### config.mk
export PLATFORM = sky130hd
export DESIGN_NAME = booth_encoder
export DESIGN_NICKNAME = d
export VERILOG_FILES = /design/src/rtl/booth_encoder.sv
export SDC_FILE = /design/constraint.sdc
export NUM_CORES = 1
export LEC_CHECK = 0
export ABC_AREA = 1
export CAP_MARGIN = 30
export CORE_AREA = 2 2 39 41
export CTS_CLUSTER_SIZE = 16
export DETAILED_ROUTE_END_ITERATION = 10
export DIE_AREA = 0 0 41 43
export PLACE_DENSITY = 0.45
export SYNTH_ARGS = -nofsm -noshare
export SYNTH_HDL_FRONTEND = slang
export SYNTH_SLANG_ARGS = --single-unit
### constraint.sdc
create_clock -name clk -period 1.3 [get_ports clk]
set_clock_uncertainty 0.05 [all_clocks]
set_input_delay 0.325 -clock clk [delete_from_list [all_inputs] [get_ports clk]]
set_output_delay 0.325 -clock clk [all_outputs]
set_load 0.05 [all_outputs]
### src/rtl/booth_encoder.sv
// Radix-4 Booth recoder for one multiplier bit-triplet, with a PIPE_STAGES-deep output pipeline.
// Define BOOTH_ENC_ZERO_FLAG_EN to add the zero-digit flag output Z.
module booth_encoder #(
  parameter int PIPE_STAGES = 1
) (
  input  logic clk,
  input  logic rst,
  input  logic in_valid,
  input  logic B0,
  input  logic B1,
  input  logic B2,
  output logic out_valid,
  output logic P0,
  output logic P1,
  output logic P2
`ifdef BOOTH_ENC_ZERO_FLAG_EN
  ,
  output logic Z
`endif
);

  if (PIPE_STAGES < 1 || PIPE_STAGES > 4) begin : g_bad_pipe_stages
    $error("booth_encoder: PIPE_STAGES must be in 1..4");
  end

  typedef struct packed {
`ifdef BOOTH_ENC_ZERO_FLAG_EN
    logic zero;
`endif
    logic neg;
    logic two;
    logic one;
  } enc_t;

  enc_t enc_d;

  always_comb begin
    enc_d      = '0;
    enc_d.one  = B1 ^ B0;
    enc_d.two  = (B2 & ~B1 & ~B0) | (~B2 & B1 & B0);
    enc_d.neg  = B2 & ~(B1 & B0);
`ifdef BOOTH_ENC_ZERO_FLAG_EN
    enc_d.zero = (B2 & B1 & B0) | ~(B2 | B1 | B0);
`endif
  end

  enc_t stg_data  [PIPE_STAGES];
  logic stg_valid [PIPE_STAGES];

  for (genvar s = 0; s < PIPE_STAGES; s++) begin : g_stage
    enc_t d_in;
    logic v_in;

    if (s == 0) begin : g_first
      assign d_in = enc_d;
      assign v_in = in_valid;
    end else begin : g_next
      assign d_in = stg_data[s-1];
      assign v_in = stg_valid[s-1];
    end

    // NOTE: data registers get an explicit reset value too, because the outputs
    // must read as a zero digit the instant rst rises, not one edge later.
    always_ff @(posedge clk or posedge rst) begin
      if (rst) begin
        stg_valid[s] <= 1'b0;
        stg_data[s]  <= '0;
`ifdef BOOTH_ENC_ZERO_FLAG_EN
        stg_data[s].zero <= 1'b1;
`endif
      end else begin
        stg_valid[s] <= v_in;
        // Load only qualified data so idle-cycle X on the triplet never reaches P*.
        if (v_in) begin
          stg_data[s] <= d_in;
        end
      end
    end
  end

  assign out_valid = stg_valid[PIPE_STAGES-1];
  assign P0        = stg_data[PIPE_STAGES-1].one;
  assign P1        = stg_data[PIPE_STAGES-1].two;
  assign P2        = stg_data[PIPE_STAGES-1].neg;
`ifdef BOOTH_ENC_ZERO_FLAG_EN
  assign Z         = stg_data[PIPE_STAGES-1].zero;
`endif

endmodule

== Word-level counts from Yosys, hierarchy flattened ==
Cells that the tools add are included.
Operators by class
  bitwise logic cells: 12
Operator list (number)
  1-bit bitwise AND: 6
  1-bit inverter: 4
  1-bit OR: 1
  1-bit XOR: 1
Word-level totals
  register bits: 4
  input bits: 6
  output and inout bits: 4
  logic and storage cells: 16

== Depth between registers and ports, before layout ==
  depth in word-level cells: 4
  depth in mapped cells: 5
  depth with buffers taken out: 5

== Least setup slack after synthesis ==
Ideal clock, no wire load.
  kind: register to output
  start point: register stg_data, in the netlist P0
  end point: output port P0
  arrival: 600 ps
  required time: 925 ps
  slack: 325 ps
  stages on the path, launching flop included: 1
  buffers on the path: 0
  cell sequence: dfrtp_1
RTL lines
  start: declaration: line 47  | enc_t stg_data [PIPE_STAGES];
  start signal: indexed assignment: line 75  | stg_data[s] <= d_in;
  end: declaration: line 13  | output logic P0,
No word-level cell between the ends.

== Worst setup path after layout ==
  start point: register stg_data, in the netlist P2
  end point: output port P2
RTL lines
  end: declaration: line 15  | output logic P2
No word-level cell between the ends.

==> impl_metrics.csv <==
group,metric,value,unit
outcome,status,"completed",
layout,layout-drive-gt1-share,20.6,%
sta,period_share,91.0,%
routing,drc,0,
power,p_int,303,uW
logic_synthesis,synth_cells,22,
cts,ctsResizeCount,0,
logic_synthesis,synthDistinctLibCells,6,
routing,drt_pass1_iterations,4,
sta,max_freq,846,MHz
routing,drt-initial-drc-count,8,
global_route,grt_pass1_vias,181,
routing,wl_met3,48,microns
power,peakVddDrop,0.217,mV
critical_path,path_buf_inv,1,
floorplanning,initial_core_util,13.0,%
cts,cts-htree-levels,1,
global_route,grt_pass1_wl,676,microns
placement,hpwl,294,microns
sta,worst_slack,0.118,ns
floorplanning,die_x,41,microns
power,p_clk_share,37.0,%
logic_synthesis,avgSynthCellArea,8.19,sq um
sta,finalHoldViolCount,0,
routing,highest_layer,"met4",
logic_synthesis,synth.top_cells.by_count,"9 x nand2_1, 5 x inv_1, 4 x dfrtp_1, 2 x nand3_1",
critical_path,worst_path_largest_cell_delay,0.40,ns
critical_path,crit_path_end_kind,"output port",
power,power.leakage,0.000184,uW
placement,portBuffers,9,
power,p_per_area,1220,mW/mm^2
power,p_switching,129,uW
cts,numCtsBuffers,3,
floorplanning,core_area,0.00138,sq mm
global_route,grt_use_total,6.55,%
placement,dpl_worst_slack,-0.0600,ns
routing,wl_met2,149,microns
global_route,overflow,0,
critical_path,cp_slowest_cell,"dfrtp_1",
cts,post-cts-setup-buffer-count,0,
logic_synthesis,async_flop_share,100,%
logic_synthesis,ys_seq_area_share,55.6,%
cts,clockBufferDepth,2,
routing,routed_wl,392,microns
floorplanning,num_rows,14,
logic_synthesis,syn_area,180,sq um
cts,path_clk_slew,0.04,ns
cts,cts_tree,"done",
logic_synthesis,synth_edf_count,0,
critical_path,arrival,0.81,ns
logic_synthesis,yosysMostFrequentCell,"nand2_1",
layout,area_growth,95.8,%
cts,postCtsHoldBufs,0,
critical_path,cp_data_required_time,0.93,ns
cts,clock-sinks,4,
power,power.share.combinational,28.7,%
power,p_sw_share,29.9,%
logic_synthesis,synth-seq-cells,4,
run,drv_cap,0,
floorplanning,dieArea,0.00176,sq mm
critical_path,criticalPathCategory,"reg -> out",
routing,wl_per_cell,7.84,microns
critical_path,cp_max_fo,2,
layout,final_util,25.5,%
placement,gp_congestion,0.602,
sta,finalSetupViolCount,0,
critical_path,path_delay_family,"flip-flops",
layout,finalNetCount,43,
floorplanning,io_pins,10,
sta,relSlewSlack,87.2,%
cts,root_buffer,"clkbuf_4",
routing,final_antenna_net_count,0,
sta,fin_crit,1.18,ns
floorplanning,die_y,43,microns
sta,setup_tns,0,ns
sta,slew_viol_final,0,
logic_synthesis,synth_nets,29,
power,seqPwrFrac,34.3,%
layout,antenna_cells,0,
routing,wl_met1,151,microns
hold_path,hp-class,"in -> async",
logic_synthesis,yosys_warnings,0,
logic_synthesis,synthDominantCellAreaShare,55.6,%
cts,clk_latency,0.24,ns
logic_synthesis,yosysTopAreaCell,"dfrtp_1",
routing,route.vias.total,177,
sta,worst_slew_pin_slew,0.192,ns
critical_path,cp-start-kind,"register",
routing,vias_per_cell,3.54,
global_route,grt_max_degree,6,
logic_synthesis,netlist_top_cells_area,"dfrtp_1 56%, nand2_1 19%, inv_1 10%",
global_route,antenna_found_initial,0,
sta,rsz0062_at_grt,"false",
logic_synthesis,ys.flop_type,"dfrtp_1",
critical_path,path_cells,"buf_12",
## kinds of logic after synthesis
family / synth area share, %
AO/OA/AOI/OAI: 2.78
buffers and inverters: 10.4
flip-flops: 55.6
AND/OR/NAND/NOR: 24.3
adder cells (fa/ha/maj): 6.94
## per-layer routing
layer,global-route usage (%),vias to the layer above
met5,0,-
met4,12.0,0
met3,2.09,5
met2,6.88,14
met1,6.84,69
li1,-,89
## layout by cell type, fill, tap and decap left out
cell type        synthesis  routed
dfrtp_1                  4       4
clkdlybuf4s50_1          0       5
nand3_1                  2       2
nand2_1                  9       9
inv_1                    5       5
o21ai_1                  1       1
clkbuf_4                 0       3
ha_1                     1       1
buf_12                   0       4
## registers in the layout, indices dropped and copies added, names as in the netlist
register	flops
P2	1
P1	1
P0	1
out_valid	1
## path summary, 6_finish.rpt
kind                       from  endpoint  slack [ns]  cells past startpoint
max reg2reg                  P2        P2        0.60                      2
max in group asynchronous   rst        P1        0.84                      2
min reg2reg                  P0        P0        0.49                      2
min in group clk             P0        P0        0.49                      2
max                          P2        P2        0.12                      1
min                         rst        P0        0.21                      2
## metrics by stage
| step | cells | cell area (sq um) | hold WS (ns) | total power, uW |
|---|---|---|---|---|
| after floorplan | 22 | 180 | 0.0411 | 199 |
| after global placement | 47 | 330 | 0.470 | 274 |
| after global routing | 50 | 353 | 0.234 | 457 |
| after CTS | 50 | 353 | 0.213 | 439 |
| after detailed placement | 47 | 330 | 0.466 | 275 |
| final | 50 | 353 | 0.212 | 432 |
## power groups by stage
stage | Clock (uW) | Sequential, uW | Combinational [uW]
2_1_floorplan | 0 | 182 | 16.9
3_3_place_gp | 0 | 149 | 125
3_5_place_dp | 0 | 150 | 125
4_1_cts | 165 | 148 | 125
5_1_grt | 176 | 149 | 133
6_report | 160 | 148 | 124
## layout make-up
cell class,instances,area (sq um)
fillers,148,1030
multi-input cells,13,61.3
clock buffers,3,22.5
flip-flops and latches,4,100
inverters,5,18.8
repair buffers,9,130
well taps,16,20.0
Power figures use the tool's default switching activity.
